[src/rtl/dmem_arbiter_if.sv]
// Request/response bundle for the two data-memory requesters plus the memory-side strobes.
// The slave modport is the arbiter's view; the master modport is the requester/memory side.
interface dmem_arbiter_if #(
  parameter int ADDR_W = 8,
  parameter int DATA_W = 32
);
  logic              a_req;
  logic              a_we;
  logic [2:0]        a_func3;
  logic [ADDR_W-1:0] a_addr;
  logic [DATA_W-1:0] a_wdata;
  logic              a_ack;
  logic              a_err;
  logic [DATA_W-1:0] a_rdata;

  logic              b_req;
  logic              b_we;
  logic [2:0]        b_func3;
  logic [ADDR_W-1:0] b_addr;
  logic [DATA_W-1:0] b_wdata;
  logic              b_ack;
  logic              b_err;
  logic [DATA_W-1:0] b_rdata;

  logic              mem_read;
  logic              mem_write;
  logic [2:0]        mem_func3;
  logic [ADDR_W-1:0] mem_addr;
  logic [DATA_W-1:0] mem_wdata;
  logic [DATA_W-1:0] mem_rdata;

  modport slave (
    input  a_req, a_we, a_func3, a_addr, a_wdata,
    output a_ack, a_err, a_rdata,
    input  b_req, b_we, b_func3, b_addr, b_wdata,
    output b_ack, b_err, b_rdata,
    output mem_read, mem_write, mem_func3, mem_addr, mem_wdata,
    input  mem_rdata
  );

  modport master (
    output a_req, a_we, a_func3, a_addr, a_wdata,
    input  a_ack, a_err, a_rdata,
    output b_req, b_we, b_func3, b_addr, b_wdata,
    input  b_ack, b_err, b_rdata,
    input  mem_read, mem_write, mem_func3, mem_addr, mem_wdata,
    output mem_rdata
  );
endinterface

[src/rtl/dmem_arbiter.sv]
// Two-port data-memory arbiter: grant in IDLE, one-cycle memory access, one-cycle ack (req->ack 2 cycles, 1 op / 3 cycles).
// No backpressure: requesters hold req until ack; inputs are ignored outside IDLE, misaligned/illegal ops never strobe memory.
module dmem_arbiter #(
  parameter int ADDR_W     = 8,
  parameter int DATA_W     = 32,
  parameter bit FIXED_PRIO = 1'b0
) (
  input  logic           clk,
  input  logic           rst,
  dmem_arbiter_if.slave  bus
);

  typedef enum logic [1:0] {IDLE, ACCESS, RESP} state_t;

  state_t            state_q, state_d;
  logic              owner_q, owner_d;   // 0 = A, 1 = B
  logic              last_q, last_d;
  logic              we_q, we_d;
  logic [2:0]        func3_q, func3_d;
  logic [ADDR_W-1:0] addr_q, addr_d;
  logic [DATA_W-1:0] wdata_q, wdata_d;
  logic              err_q, err_d;
  logic [DATA_W-1:0] a_rdata_q, a_rdata_d;
  logic [DATA_W-1:0] b_rdata_q, b_rdata_d;

  logic              grant_b;
  logic              sel_we;
  logic [2:0]        sel_func3;
  logic [ADDR_W-1:0] sel_addr;
  logic [DATA_W-1:0] ld_data;

  function automatic logic access_err(input logic we, input logic [2:0] f3, input logic [1:0] a);
    logic legal;
    legal = (f3 == 3'b000) || (f3 == 3'b001) || (f3 == 3'b010) ||
            (!we && ((f3 == 3'b100) || (f3 == 3'b101)));
    return !legal || ((f3[1:0] == 2'b01) && a[0]) || ((f3[1:0] == 2'b10) && (a != 2'b00));
  endfunction

  // On a tie, round-robin hands the grant to whichever port was not served last.
  assign grant_b   = bus.b_req && (!bus.a_req || (!FIXED_PRIO && !last_q));
  assign sel_we    = grant_b ? bus.b_we    : bus.a_we;
  assign sel_func3 = grant_b ? bus.b_func3 : bus.a_func3;
  assign sel_addr  = grant_b ? bus.b_addr  : bus.a_addr;
  assign ld_data   = (!we_q && !err_q) ? bus.mem_rdata : '0;

  always_ff @(posedge clk or posedge rst) begin
    if (rst) begin
      state_q   <= IDLE;
      owner_q   <= 1'b0;
      last_q    <= 1'b1;
      we_q      <= 1'b0;
      func3_q   <= 3'b000;
      addr_q    <= '0;
      wdata_q   <= '0;
      err_q     <= 1'b0;
      a_rdata_q <= '0;
      b_rdata_q <= '0;
    end else begin
      state_q   <= state_d;
      owner_q   <= owner_d;
      last_q    <= last_d;
      we_q      <= we_d;
      func3_q   <= func3_d;
      addr_q    <= addr_d;
      wdata_q   <= wdata_d;
      err_q     <= err_d;
      a_rdata_q <= a_rdata_d;
      b_rdata_q <= b_rdata_d;
    end
  end

  always_comb begin
    state_d   = state_q;
    owner_d   = owner_q;
    last_d    = last_q;
    we_d      = we_q;
    func3_d   = func3_q;
    addr_d    = addr_q;
    wdata_d   = wdata_q;
    err_d     = err_q;
    a_rdata_d = a_rdata_q;
    b_rdata_d = b_rdata_q;
    unique case (state_q)
      IDLE: begin
        if (bus.a_req || bus.b_req) begin
          owner_d = grant_b;
          we_d    = sel_we;
          func3_d = sel_func3;
          addr_d  = sel_addr;
          wdata_d = grant_b ? bus.b_wdata : bus.a_wdata;
          err_d   = access_err(sel_we, sel_func3, sel_addr[1:0]);
          state_d = ACCESS;
        end
      end
      ACCESS: begin
        if (owner_q) b_rdata_d = ld_data;
        else         a_rdata_d = ld_data;
        state_d = RESP;
      end
      RESP: begin
        last_d  = owner_q;
        state_d = IDLE;
      end
      default: state_d = IDLE;
    endcase
  end

  // Strobes decode only from registered state, so req can never reach memory combinationally.
  assign bus.mem_read  = (state_q == ACCESS) && !we_q && !err_q;
  assign bus.mem_write = (state_q == ACCESS) &&  we_q && !err_q;
  assign bus.mem_func3 = func3_q;
  assign bus.mem_addr  = addr_q;
  assign bus.mem_wdata = wdata_q;

  assign bus.a_ack   = (state_q == RESP) && !owner_q;
  assign bus.b_ack   = (state_q == RESP) &&  owner_q;
  assign bus.a_err   = bus.a_ack && err_q;
  assign bus.b_err   = bus.b_ack && err_q;
  assign bus.a_rdata = a_rdata_q;
  assign bus.b_rdata = b_rdata_q;

endmodule

[src/flat_wrapper.sv]
// flat-port wrapper written by rule: the top's interface ports become plain ports
module dmem_arbiter_flat 
#(
  parameter int ADDR_W     = 8,
  parameter int DATA_W     = 32,
  parameter bit FIXED_PRIO = 1'b0
)
  (clk, rst, bus_a_req, bus_a_we, bus_a_func3, bus_a_addr, bus_a_wdata, bus_a_ack, bus_a_err, bus_a_rdata, bus_b_req, bus_b_we, bus_b_func3, bus_b_addr, bus_b_wdata, bus_b_ack, bus_b_err, bus_b_rdata, bus_mem_read, bus_mem_write, bus_mem_func3, bus_mem_addr, bus_mem_wdata, bus_mem_rdata);
  dmem_arbiter_if #(.ADDR_W(ADDR_W), .DATA_W(DATA_W)) bus_i ();
  input  logic clk;
  input  logic rst;
  input wire logic [$bits(bus_i.a_req)-1:0] bus_a_req;
  input wire logic [$bits(bus_i.a_we)-1:0] bus_a_we;
  input wire logic [$bits(bus_i.a_func3)-1:0] bus_a_func3;
  input wire logic [$bits(bus_i.a_addr)-1:0] bus_a_addr;
  input wire logic [$bits(bus_i.a_wdata)-1:0] bus_a_wdata;
  output wire logic [$bits(bus_i.a_ack)-1:0] bus_a_ack;
  output wire logic [$bits(bus_i.a_err)-1:0] bus_a_err;
  output wire logic [$bits(bus_i.a_rdata)-1:0] bus_a_rdata;
  input wire logic [$bits(bus_i.b_req)-1:0] bus_b_req;
  input wire logic [$bits(bus_i.b_we)-1:0] bus_b_we;
  input wire logic [$bits(bus_i.b_func3)-1:0] bus_b_func3;
  input wire logic [$bits(bus_i.b_addr)-1:0] bus_b_addr;
  input wire logic [$bits(bus_i.b_wdata)-1:0] bus_b_wdata;
  output wire logic [$bits(bus_i.b_ack)-1:0] bus_b_ack;
  output wire logic [$bits(bus_i.b_err)-1:0] bus_b_err;
  output wire logic [$bits(bus_i.b_rdata)-1:0] bus_b_rdata;
  output wire logic [$bits(bus_i.mem_read)-1:0] bus_mem_read;
  output wire logic [$bits(bus_i.mem_write)-1:0] bus_mem_write;
  output wire logic [$bits(bus_i.mem_func3)-1:0] bus_mem_func3;
  output wire logic [$bits(bus_i.mem_addr)-1:0] bus_mem_addr;
  output wire logic [$bits(bus_i.mem_wdata)-1:0] bus_mem_wdata;
  input wire logic [$bits(bus_i.mem_rdata)-1:0] bus_mem_rdata;
  assign bus_i.a_req = bus_a_req;
  assign bus_i.a_we = bus_a_we;
  assign bus_i.a_func3 = bus_a_func3;
  assign bus_i.a_addr = bus_a_addr;
  assign bus_i.a_wdata = bus_a_wdata;
  assign bus_a_ack = bus_i.a_ack;
  assign bus_a_err = bus_i.a_err;
  assign bus_a_rdata = bus_i.a_rdata;
  assign bus_i.b_req = bus_b_req;
  assign bus_i.b_we = bus_b_we;
  assign bus_i.b_func3 = bus_b_func3;
  assign bus_i.b_addr = bus_b_addr;
  assign bus_i.b_wdata = bus_b_wdata;
  assign bus_b_ack = bus_i.b_ack;
  assign bus_b_err = bus_i.b_err;
  assign bus_b_rdata = bus_i.b_rdata;
  assign bus_mem_read = bus_i.mem_read;
  assign bus_mem_write = bus_i.mem_write;
  assign bus_mem_func3 = bus_i.mem_func3;
  assign bus_mem_addr = bus_i.mem_addr;
  assign bus_mem_wdata = bus_i.mem_wdata;
  assign bus_i.mem_rdata = bus_mem_rdata;
  dmem_arbiter #(.ADDR_W(ADDR_W), .DATA_W(DATA_W), .FIXED_PRIO(FIXED_PRIO)) u_core (.clk(clk), .rst(rst), .bus(bus_i));
endmodule
[config.mk]
export PLATFORM = sky130hd
export DESIGN_NAME = dmem_arbiter_flat
export DESIGN_NICKNAME = d
export VERILOG_FILES = /design/src/rtl/dmem_arbiter_if.sv /design/src/rtl/dmem_arbiter.sv /design/src/flat_wrapper.sv
export SDC_FILE = /design/constraint.sdc
export NUM_CORES = 1
export LEC_CHECK = 0
export BUFFER_PORTS_ARGS = -buffer_cell sky130_fd_sc_hd__buf_2
export CAP_MARGIN = 20
export CORE_MARGIN = 10
export CORE_UTILIZATION = 46
export CTS_CLUSTER_DIAMETER = 60
export DETAILED_ROUTE_END_ITERATION = 12
export PLACE_DENSITY = 0.8
export SLEW_MARGIN = 20
export SYNTH_ARGS = -nofsm -noshare
export SYNTH_HDL_FRONTEND = slang
export SYNTH_SLANG_ARGS = --single-unit
[constraint.sdc]
create_clock -name clk -period 5.6 [get_ports clk]
set_input_delay 1.68 -clock clk [delete_from_list [all_inputs] [get_ports clk]]
set_output_delay 1.68 -clock clk [all_outputs]
set_load 0.01 [all_outputs]
== Yosys cells after proc, flatten, opt, wreduce, memory -nomap -nowiden ==
Cells that the tools add are included.
Operators by class
  add/subtract/negate cells: 0
  $mul: 0
  divide/modulo/power cells: 0
  order comparisons: 0
  equality and inequality tests: 9
  shift operators: 0
  multiplexer cells: 7
  bitwise operators: 1
  reduce and logical (&&, ||, !) cells: 34
Operator list (count)
  $mux 32: 2
  $logic_and 1x1->1: 13
  $logic_or 1x1->1: 8
  $mux 8: 1
  $logic_not 1->1: 7
  $eq 3x3->1 const B: 2
  $reduce_and 2->1: 3
  $eq 2x1->1 const B: 2
  $eq 2x2->1 const B: 2
  $pmux 2 s2: 1
  $eq 3x1->1 const B: 1
  $eq 3x2->1 const B: 1
  $logic_not 3->1: 1
  $mux 3: 1
  $logic_not 2->1: 1
  $mux 2: 1
  $ne 2x1->1 const B: 1
  $reduce_bool 2->1: 1
  $mux 1: 1
  $not 1->1: 1
Storage, ports and cells
  register bits after elaboration: 113
  latch bits: 0
  RAM bits: 0
  memory bits (read-only): 0
  input port bits: 124
  output and inout bits: 113
  logic and storage cells: 61
  memories kept: 0

== Logic depth before layout (Yosys ltp) ==
  depth in word-level cells: 11
  depth in mapped cells: 6

== Worst setup path after synthesis ==
OpenSTA, ideal clock, no wires.
  path kind: register -> output
  start point: register u_core.state_q[0]
  end point: output port bus_b_err
  arrival: 0.959 ns
  required time: 3.920 ns
  setup slack: 2.961 ns
  cell stages (with the launch flop): 4
  buffers on the path: 0
  path through: dfrtp_1 -> nand2b_1 -> nor2_1 -> and2_1
Between the ends
  word-level cells in the longest chain between the ends: 3
RTL lines
  start: declaration: line dmem_arbiter.sv:15  | state_t state_q, state_d;
  start signal: assignment: line dmem_arbiter.sv:59  | state_q <= state_d;
  $eq 2x2->1: line dmem_arbiter.sv:116  | assign bus.b_ack = (state_q == RESP) && owner_q;
  $logic_and 1x1->1: line dmem_arbiter.sv:116
  net bus_b_ack: line flat_wrapper.sv:25  | output wire logic [$bits(bus_i.b_ack)-1:0] bus_b_ack;
  $logic_and 1x1->1: line dmem_arbiter.sv:118  | assign bus.b_err = bus.b_ack && err_q;
  end: declaration: line flat_wrapper.sv:26  | output wire logic [$bits(bus_i.b_err)-1:0] bus_b_err;
The timed path passes the listed nets, and every way through them passes these cells.

== Final worst setup path ==
  start point: register u_core.state_q[1]
  end point: output port bus_mem_write
Between the ends
  word-level cells in the longest chain between the ends: 3
RTL lines
  $eq 2x1->1: line dmem_arbiter.sv:110  | assign bus.mem_write = (state_q == ACCESS) && we_q && !err_q;
  $logic_and 1x1->1 (2 in a row): line dmem_arbiter.sv:110
  end: declaration: line flat_wrapper.sv:29  | output wire logic [$bits(bus_i.mem_write)-1:0] bus_mem_write;
No other way between the ends.

==> impl_summary.txt <==
----------------------------------------------------
[Cells and area]
  Footprint of the flip-flops and latches ... 2830 um^2
  Number of inserted diodes ... 0
  Final Net Count ... 815
  Utilization after layout ... 65.2%
  Synth-to-Final Area Change ... 36.3%
  Most common cell after layout, fill and taps aside ... sky130_fd_sc_hd__buf_2
  Area of combinational cells with multiple inputs ... 1690 um^2
  Commonest non-fill, non-tap cells in the layout ... sky130_fd_sc_hd__buf_2, sky130_fd_sc_hd__nand2_1, sky130_fd_sc_hd__dfrtp_1, sky130_fd_sc_hd__o21ai_0, sky130_fd_sc_hd__mux2i_1
  Fill cell instance count of the final layout ... 834
  Share of cells above drive strength 1 ... 39.2%

[Worst setup path]
  Cell class contributing the biggest share of worst-path delay ... simple AND/OR/NAND/NOR gates
  Worst path slowest cell ... sky130_fd_sc_hd__nor2b_1
  Number of cells on the worst reg-to-reg path ... 5
  Biggest fanout along the worst timing path ... 5
  Startpoint of the lowest-slack register-to-register path ... u_core.last_q
  Worst EP arrival ... 1.72 ns
  Critical register-to-register path endpoint ... u_core.bus.mem_wdata[26]
  Critical path, cell by cell ... nor2b_1 > and3b_1 > buf_2
  Classification of the worst setup path ... reg -> out
  Critical path data required time ... 3.92 ns
  Buffering stage count on the worst path with inverters included ... 1
  Largest stage delay, worst path ... 0.47 ns
  Critical Path End Type ... output port
  Setup slack, reg-to-reg ... 3.59 ns
  Startpoint Class ... flip-flop

[Global route]
  Number of global-route vias before repair ... 4398
  Final global-route overflow total ... 0
  Largest net degree at the start of global routing ... 65
  Global-route usage over all layers ... 19.4%
  Antenna violations before repair ... 0
  First-pass GRT wire length ... 22700 um

[Routing]
  Drt initial violations ... 307
  First-pass DRT Iterations ... 4
  Drt total wl ... 14200 um
  Avg WL per Cell ... 17.1 um
  Count of unresolved DRC violations after routing ... 0
  Total number of vias ... 4098
  Number of nets with antenna violations after detailed routing ... 0
  Average via count per standard cell ... 4.91

[STA]
  Number of slew-limit violations in the final report ... 0
  Number of hold-slack violations in the final timing report ... 0
  RSZ-0062 raised after global routing ... no
  Number of setup violations in the final report ... 0
  Setup_tns ... 0 ns
  Worst Tran Pin Value ... 0.788 ns
  Highest achievable clock rate ... 0.294 GHz
  Final min period ... 3.40 ns
  Worst slew margin ... 47.4%
  Setup clock skew after layout ... 0.0148 ns
  Final critical-path share of the clock period ... 60.8%

[Logic synthesis]
  Post-synth top area share ... 59.4%
  Share of synthesized area occupied by flip-flops and latches ... 59.9%
  Syn Area/Cell ... 10.2 um^2
  Number of distinct standard cells referenced by the synthesized netlist ... 27
  Synthesized net count ... 586
  Cell types with the largest area share after synthesis ... sky130_fd_sc_hd__dfrtp_1, sky130_fd_sc_hd__nand2_1, sky130_fd_sc_hd__mux2i_1
  Total of flip-flops plus latches after synthesis ... 113
  Post-synthesis cell area ... 4720 um^2
  Number of warnings reported in the yosys synthesis log ... 0
  Cells after synthesis ... 462
  Post-synth top area cell ... sky130_fd_sc_hd__dfrtp_1

[Run]
  Max-Cap Viols ... 0

[Floorplanning]
  Core outline area ... 9860 um^2
  Die Ht ... 121 um
  Number of rows created at floorplan ... 36
  Number of top-level pins ... 237
  Full die area ... 14700 um^2
  Initial core utilization ... 47.8%
  Die Wd ... 121 um

[Worst hold path]
  Min-Delay Startpoint ... u_core.bus.b_rdata[31]
  Worst hold-check path type ... reg -> reg
  End point of the worst hold path ... u_core.bus.b_rdata[31]
  Worst Hold Path Cells ... 2

[Clock tree]
  TritonCTS clock tree ... yes
  Total setup buffers inserted after CTS ... 0
  PostCTS Resize Cnt ... 0
  CTS hold repair buffers ... 0
  Sinks on the clock net ... 113
  Clock transition at the register clock pins on the worst setup and hold paths after CTS ... 0.05 ns
  Number of buffers created by CTS ... 17
  H-tree levels ... 4
  CTS root buf ... sky130_fd_sc_hd__clkbuf_8
  Skew-Pair Late Insertion Delay ... 0.51 ns
  Deepest clock path buffer count ... 2

[Status]
  Outcome ... complete, no violations

[Power and ir drop]
  Lkg Pwr ... 3.48 nW
  Peak VDD IR ... 0.339 mV
  Pwr/cell area ... 580 nW/um^2

[Placed design]
  Placed wire-length estimate ... 11000 um
  Placer congestion estimate ... 0.795
  IO buf count ... 236

----------------------------------------------------
## logic make-up (layout without fill, tap and decap cells)
| logic type | Yosys count | after routing | share of synthesized area [%] |
|---|---|---|---|
| AOI/OAI and AO/OA | 116 | 116 | 12.8 |
| buffers and inverters | 34 | 274 | 4.61 |
| DFF | 113 | 113 | 59.9 |
| muxes | 45 | 45 | 9.57 |
| and+or+nand+nor | 154 | 154 | 13.0 |
## sequential cells by signal (all words and copies together), names as in the netlist
register / count
u_core.err_q: 1
u_core.bus.a_rdata: 32
u_core.last_q: 1
u_core.owner_q: 1
u_core.bus.mem_addr: 8
u_core.state_q: 2
u_core.bus.mem_func3: 3
u_core.we_q: 1
u_core.bus.mem_wdata: 32
u_core.bus.b_rdata: 32
## where the power goes
part           total (W)  switching, W  internal (W)
Sequential       0.00141      0.000208       0.00120
Clock           0.000892      0.000338      0.000554
Combinational    0.00143      0.000902      0.000529
## area by class of cell
| type | count | area share, % |
|---|---|---|
| sequential | 113 | 44.0 |
| multi-input combinational | 315 | 26.3 |
| timing repair buffer | 241 | 19.3 |
| clock buffer | 23 | 7.10 |
| tap | 133 | 2.59 |
| clock inverter | 7 | 0.583 |
| inverter | 3 | 0.214 |
## cell usage after synthesis
library cell and n:
sky130_fd_sc_hd__mux2_2 1, sky130_fd_sc_hd__clkbuf_1 4, sky130_fd_sc_hd__nor2_2 1, sky130_fd_sc_hd__a221oi_1 2, sky130_fd_sc_hd__a21o_1 1, sky130_fd_sc_hd__clkbuf_2 3, sky130_fd_sc_hd__o21ai_1 39, sky130_fd_sc_hd__dfrtp_1 112
sky130_fd_sc_hd__o41ai_1 1, sky130_fd_sc_hd__nor2_1 3, sky130_fd_sc_hd__nand2_1 141, sky130_fd_sc_hd__buf_2 18, sky130_fd_sc_hd__nor4_1 1, sky130_fd_sc_hd__o32a_1 1, sky130_fd_sc_hd__and3b_1 1, sky130_fd_sc_hd__a21boi_2 1
sky130_fd_sc_hd__mux2i_1 44, sky130_fd_sc_hd__buf_6 1, sky130_fd_sc_hd__nand2b_1 1, sky130_fd_sc_hd__buf_4 2, sky130_fd_sc_hd__o21ai_0 71, sky130_fd_sc_hd__nand2_4 2, sky130_fd_sc_hd__dfstp_2 1, sky130_fd_sc_hd__nor2b_1 1
sky130_fd_sc_hd__inv_1 3, sky130_fd_sc_hd__buf_12 3, sky130_fd_sc_hd__and2_1 3
## worst max path at each step
stage                            from                  endpoint  slack (ns)  cells after the start
floorplan                         rst     u_core.bus.a_rdata[0]        0.93                      1
global placement            bus_a_req  u_core.bus.mem_wdata[26]        1.96                      5
detailed placement          bus_b_req  u_core.bus.mem_wdata[22]        2.13                      6
CTS                 u_core.state_q[1]             bus_mem_write        2.16                      3
global route        u_core.state_q[1]             bus_mem_write        2.04                      3
finish              u_core.state_q[1]             bus_mem_write        2.20                      3
## tightest hold or removal path: stages (launching register included)
cell,delay [ns]
sky130_fd_sc_hd__dfrtp_1,0.33
sky130_fd_sc_hd__nand2_1,0.04
sky130_fd_sc_hd__o21ai_0,0.06
## through the flow
| step | area [um^2] | hold WS [ns] | setup slack (ns) | cells | total power (W) |
|---|---|---|---|---|---|
| 6_report | 6430 | 0.475 | 2.20 | 835 | 0.00373 |
| 3_3_place_gp | 5910 | 0.456 | 1.96 | 804 | 0.00280 |
| 2_1_floorplan | 4720 | 0.485 | 0.934 | 462 | 0.00226 |
| 5_1_grt | 6430 | 0.500 | 2.04 | 835 | 0.00404 |
| 3_5_place_dp | 5940 | 0.466 | 2.13 | 805 | 0.00288 |
| 4_1_cts | 6430 | 0.477 | 2.16 | 835 | 0.00379 |
## layer usage
metal / GRT usage [%] / share of wire (%)
met3: 9.35 / 11
met2: 31.5 / 48
met4: 6.11 / 1.2
met5: 0 / 0
met1: 22.1 / 40
(Power assumes the default switching activity.)
